$ cat src/rtl/ascon_perm_core.sv
// ascon_perm_core: iterated Ascon permutation p^a/p^b, UNROLL rounds per clock,
// behind a start/done handshake with a registered 320-bit state.
module ascon_perm_core #(
    parameter int UNROLL = 1
) (
    input  logic        clk,
    input  logic        rst,
    input  logic        start,
    input  logic [3:0]  rounds,
    input  logic [63:0] x0,
    input  logic [63:0] x1,
    input  logic [63:0] x2,
    input  logic [63:0] x3,
    input  logic [63:0] x4,
    output logic        ready,
    output logic        done,
    output logic        valid,
    output logic [63:0] y0,
    output logic [63:0] y1,
    output logic [63:0] y2,
    output logic [63:0] y3,
    output logic [63:0] y4
);
    if (!(UNROLL == 1 || UNROLL == 2 || UNROLL == 3 || UNROLL == 4 || UNROLL == 6 || UNROLL == 12)) begin : g_bad_unroll
        $error("ascon_perm_core: UNROLL must be 1, 2, 3, 4, 6 or 12");
    end

    typedef logic [4:0][63:0] st_t;
    typedef enum logic {IDLE, RUN} state_t;

    state_t     state, state_nxt;
    st_t        st, cur;
    logic [3:0] ri, rem, rem_nxt, rc;
    logic       fin, accept;

    function automatic logic [63:0] ror(input logic [63:0] v, input int n);
        return (v >> n) | (v << (64 - n));
    endfunction

    function automatic st_t round_f(input st_t s, input logic [3:0] i);
        logic [63:0] a0, a1, a2, a3, a4, b0, b1, b2, b3, b4;
        st_t r;
        a0 = s[0] ^ s[4];
        a1 = s[1];
        a2 = s[2] ^ {56'b0, 4'hF - i, i} ^ s[1];
        a3 = s[3];
        a4 = s[4] ^ s[3];
        b0 = a0 ^ (~a1 & a2);
        b1 = a1 ^ (~a2 & a3);
        b2 = a2 ^ (~a3 & a4);
        b3 = a3 ^ (~a4 & a0);
        b4 = a4 ^ (~a0 & a1);
        b1 = b1 ^ b0;
        b0 = b0 ^ b4;
        b3 = b3 ^ b2;
        b2 = ~b2;
        r[0] = b0 ^ ror(b0, 19) ^ ror(b0, 28);
        r[1] = b1 ^ ror(b1, 61) ^ ror(b1, 39);
        r[2] = b2 ^ ror(b2, 1) ^ ror(b2, 6);
        r[3] = b3 ^ ror(b3, 10) ^ ror(b3, 17);
        r[4] = b4 ^ ror(b4, 7) ^ ror(b4, 41);
        return r;
    endfunction

    // stages beyond the remaining count pass the state through untouched
    always_comb begin
        cur = st;
        for (int j = 0; j < UNROLL; j++)
            cur = (4'(j) < rem) ? round_f(cur, ri + 4'(j)) : cur;
    end

    assign rc      = rounds > 4'd12 ? 4'd12 : rounds;
    assign rem_nxt = rem > 4'(UNROLL) ? rem - 4'(UNROLL) : 4'd0;
    assign fin     = state == RUN && rem_nxt == 4'd0;
    assign accept  = ready && start;

    always_ff @(posedge clk or posedge rst)
        if (rst) state <= IDLE;
        else     state <= state_nxt;

    always_comb
        state_nxt = state == IDLE ? (start ? RUN : IDLE) : (rem_nxt == 4'd0 ? IDLE : RUN);

    always_comb
        ready = state == IDLE;

    always_ff @(posedge clk or posedge rst) begin
        if (rst) begin
            st    <= '0;
            ri    <= '0;
            rem   <= '0;
            done  <= 1'b0;
            valid <= 1'b0;
        end else begin
            done  <= fin;
            valid <= fin ? 1'b1 : (accept ? 1'b0 : valid);
            if (accept) begin
                st  <= {x4, x3, x2, x1, x0};
                ri  <= 4'd12 - rc;
                rem <= rc;
            end else if (state == RUN) begin
                st  <= cur;
                ri  <= ri + 4'(UNROLL);
                rem <= rem_nxt;
            end
        end
    end

    assign y0 = st[0];
    assign y1 = st[1];
    assign y2 = st[2];
    assign y3 = st[3];
    assign y4 = st[4];
endmodule

$ cat config.mk
export PLATFORM = sky130hd
export DESIGN_NAME = ascon_perm_core
export DESIGN_NICKNAME = d
export VERILOG_FILES = /design/src/rtl/ascon_perm_core.sv
export SDC_FILE = /design/constraint.sdc
export NUM_CORES = 2
export LEC_CHECK = 0
export CAP_MARGIN = 40
export CORE_AREA = 2 2 251 253
export CTS_BUF_LIST = sky130_fd_sc_hd__clkbuf_8
export CTS_CLUSTER_SIZE = 20
export DETAILED_ROUTE_END_ITERATION = 6
export DIE_AREA = 0 0 253 255
export PLACE_DENSITY_LB_ADDON = 0.25
export SLEW_MARGIN = 40
export SYNTH_ARGS = -nofsm -noshare
export SYNTH_HDL_FRONTEND = slang
export SYNTH_SLANG_ARGS = --single-unit
export TNS_END_PERCENT = 1
$ cat constraint.sdc
create_clock -name clk -period 31.2 [get_ports clk]
set_clock_uncertainty 0.2 [all_clocks]
set_input_delay 3.12 -clock clk [delete_from_list [all_inputs] [get_ports clk]]
set_output_delay 3.12 -clock clk [all_outputs]
set_load 0.02 [all_outputs]
==> results.json <==
{
  "outcome": "complete, no violations",
  "numCtsBuffers": 61,
  "fin_crit_ns": 6.79,
  "ant_nets": 0,
  "gp_congestion": 1.07,
  "cts.path.max_buffers": 3,
  "crit_chain": "clkdlybuf4s50_1 > inv_1 > nor2_4 > buf_16 > buf_12 > buf_12 > buf_16 > buf_6 > nor3_1 > a21oi_1 > o21ai_0",
  "core_mm2": 0.0622,
  "rsz0062_at_grt": "no",
  "crit_family": "buffers and inverters",
  "crit_fanout": 143,
  "ys_ff_latch": 331,
  "rows": 92,
  "grt_max_degree": 184,
  "port_buffers": 649,
  "syn_inst": 3371,
  "min_path_type": "reg -> reg",
  "path_clk_slew_ns": 0.06,
  "h-tree-depth": 2,
  "crit_buf_inv": 7,
  "remaining_drc_errors": 0,
  "via_per_inst": 5.88,
  "post-route-period-util": 0.218,
  "num_vias": 28418,
  "crit_arrival_ns": 7.15,
  "syn_avg_cell_area_um2": 8.64,
  "pin_count": 650,
  "multiInputGateArea_mm2": 0.0202,
  "slowest_delay_ns": 0.72,
  "fmax_mhz": 147,
  "tightest_slew_ns": 1.03,
  "fin_hold_ws_ns": 0.287,
  "synth_area_mm2": 0.0291,
  "slew_headroom": 0.312,
  "worstSetupPathType": "in -> reg",
  "setup_tns_ns": 0,
  "drive_above_1_share": 0.0684,
  "clkSinkCount": 331,
  "initial_core_util": 0.469,
  "die-width_um": 253,
  "slew_viol_final": 0,
  "cts_resized": 0,
  "required_ns": 31.56,
  "hpwlAfterDp_um": 118000,
  "ys_types": 39,
  "yosys.area.top_type": "dfrtp_1",
  "cts_tree": "done",
  "crit_path_end_kind": "register",
  "drt-total-wl_um": 144000,
  "area_growth_pct": 32.1,
  "postLayoutCoreUtil": 0.619,
  "cp-start-kind": "input port",
  "synth_nets": 3830,
  "synth_edf_count": 0,
  "die_area_mm2": 0.0645,
  "antenna_found_initial": 8,
  "cts_hold_buf": 0,
  "track_usage": 0.438,
  "synth_top_area_frac": 0.284,
  "place_ws_ns": 23.38,
  "fill_cells": 5499,
  "detail_route.wl_per_cell_um": 29.9,
  "slowest_stage": "clkdlybuf4s50_1",
  "overflow": 0,
  "synthArstFlopShare": 1.00,
  "synthTopCellsByArea": "dfrtp_1 (28%), xnor2_1 (27%), xor2_1 (6.7%), ha_1 (5.7%), o21ai_0 (5.2%)",
  "regArea_mm2": 0.00828,
  "ys.flop_type": "dfrtp_1",
  "yosys_warnings": 0,
  "post_cts_buffers": 0,
  "clockRootBuffer": "clkbuf_8",
  "clk-insertion-delay-late_ns": 0.72,
  "drt-pass1-iter-count": 6,
  "finalWorstSetupSlack_ns": 24.41,
  "die_h_um": 255,
  "drt_iter0_markers": 3328,
  "setup_viol": 0,
  "grt_pass1_vias": 27081,
  "ys_seq_area_frac": 0.284,
  "final_common_cell": "xnor2_1",
  "grt_first_pass_wirelength_um": 199000,
  "max-cap-violations": 0,
  "nets": 4451,
  "hold_viol": 0,
  "final_cell_mix": "xnor2_1 (827), clkdlybuf4s50_1 (649), dfrtp_1 (331)"
}
flip-flops by register name, indices dropped and copies added, names as in the netlist:
signal / cells
valid: 1
y0: 64
ri: 4
state: 1
rem: 4
y4: 64
y1: 64
y3: 64
done: 1
y2: 64
through the flow:
step	instances	cell area [µm²]
2_1_floorplan	3371	29100
3_3_place_gp	4720	36400
3_5_place_dp	4726	37200
4_1_cts	4833	38400
5_1_grt	4837	38500
6_report	4837	38500
synthesized netlist by cell type, types with 5 or more instances:
cell type,number
maj3_1,56
buf_1,12
xnor2_1,908
mux2i_1,9
a22oi_1,54
nor2_1,155
buf_4,5
a21oi_1,266
a21o_1,20
o21ai_1,59
dfrtp_1,331
o31ai_1,18
xnor2_2,41
nand2_1,248
nor3_1,120
xor2_1,224
inv_1,197
clkbuf_1,74
o21ai_0,304
and3_1,60
ha_1,132
buf_2,50
area by class of cell:
class | instances | area share
repair buffers | 699 | 0.183
clock inverters | 27 | 0.00296
well taps | 799 | 0.0260
diodes | 2 | 0.000130
multi-input cells | 2702 | 0.525
clock buffers | 80 | 0.0286
inverters | 197 | 0.0194
flip-flops and latches | 331 | 0.215
routing by layer:
layer  share of wire  track usage  vias to the layer above
met4           0.073        0.267                        8
met3            0.11       0.0973                      427
li1                -            -                    12370
met5         0.00033            0                        -
met1            0.38        0.561                    13830
met2            0.44        0.678                     1783
worst paths after layout:
kind,endpoint,slack (ns),cells after the start,start
max,y3[34],24.41,11,start
min,valid,0.29,1,valid
max reg2reg,y3[34],27.33,10,state
min reg2reg,valid,0.29,1,valid
max in group asynchronous,y2[61],26.40,4,rst
min in group asynchronous,y0[49],2.63,2,rst
cell families (layout without fill, tap and decap cells):
| kind of cell | after synthesis | after routing | synth area share |
|---|---|---|---|
| buf+inv | 338 | 1003 | 0.0463 |
| xor+xnor | 1179 | 1179 | 0.367 |
| compound gates | 734 | 734 | 0.136 |
| flops | 331 | 331 | 0.284 |
| mux | 9 | 9 | 0.00309 |
| fa+ha+maj | 188 | 188 | 0.0759 |
| simple gates | 592 | 592 | 0.0873 |
| other cells | 0 | 2 | 0 |
Power is not shown: default switching activity piles up to over one toggle a cycle in this logic, so the estimate is an artifact.
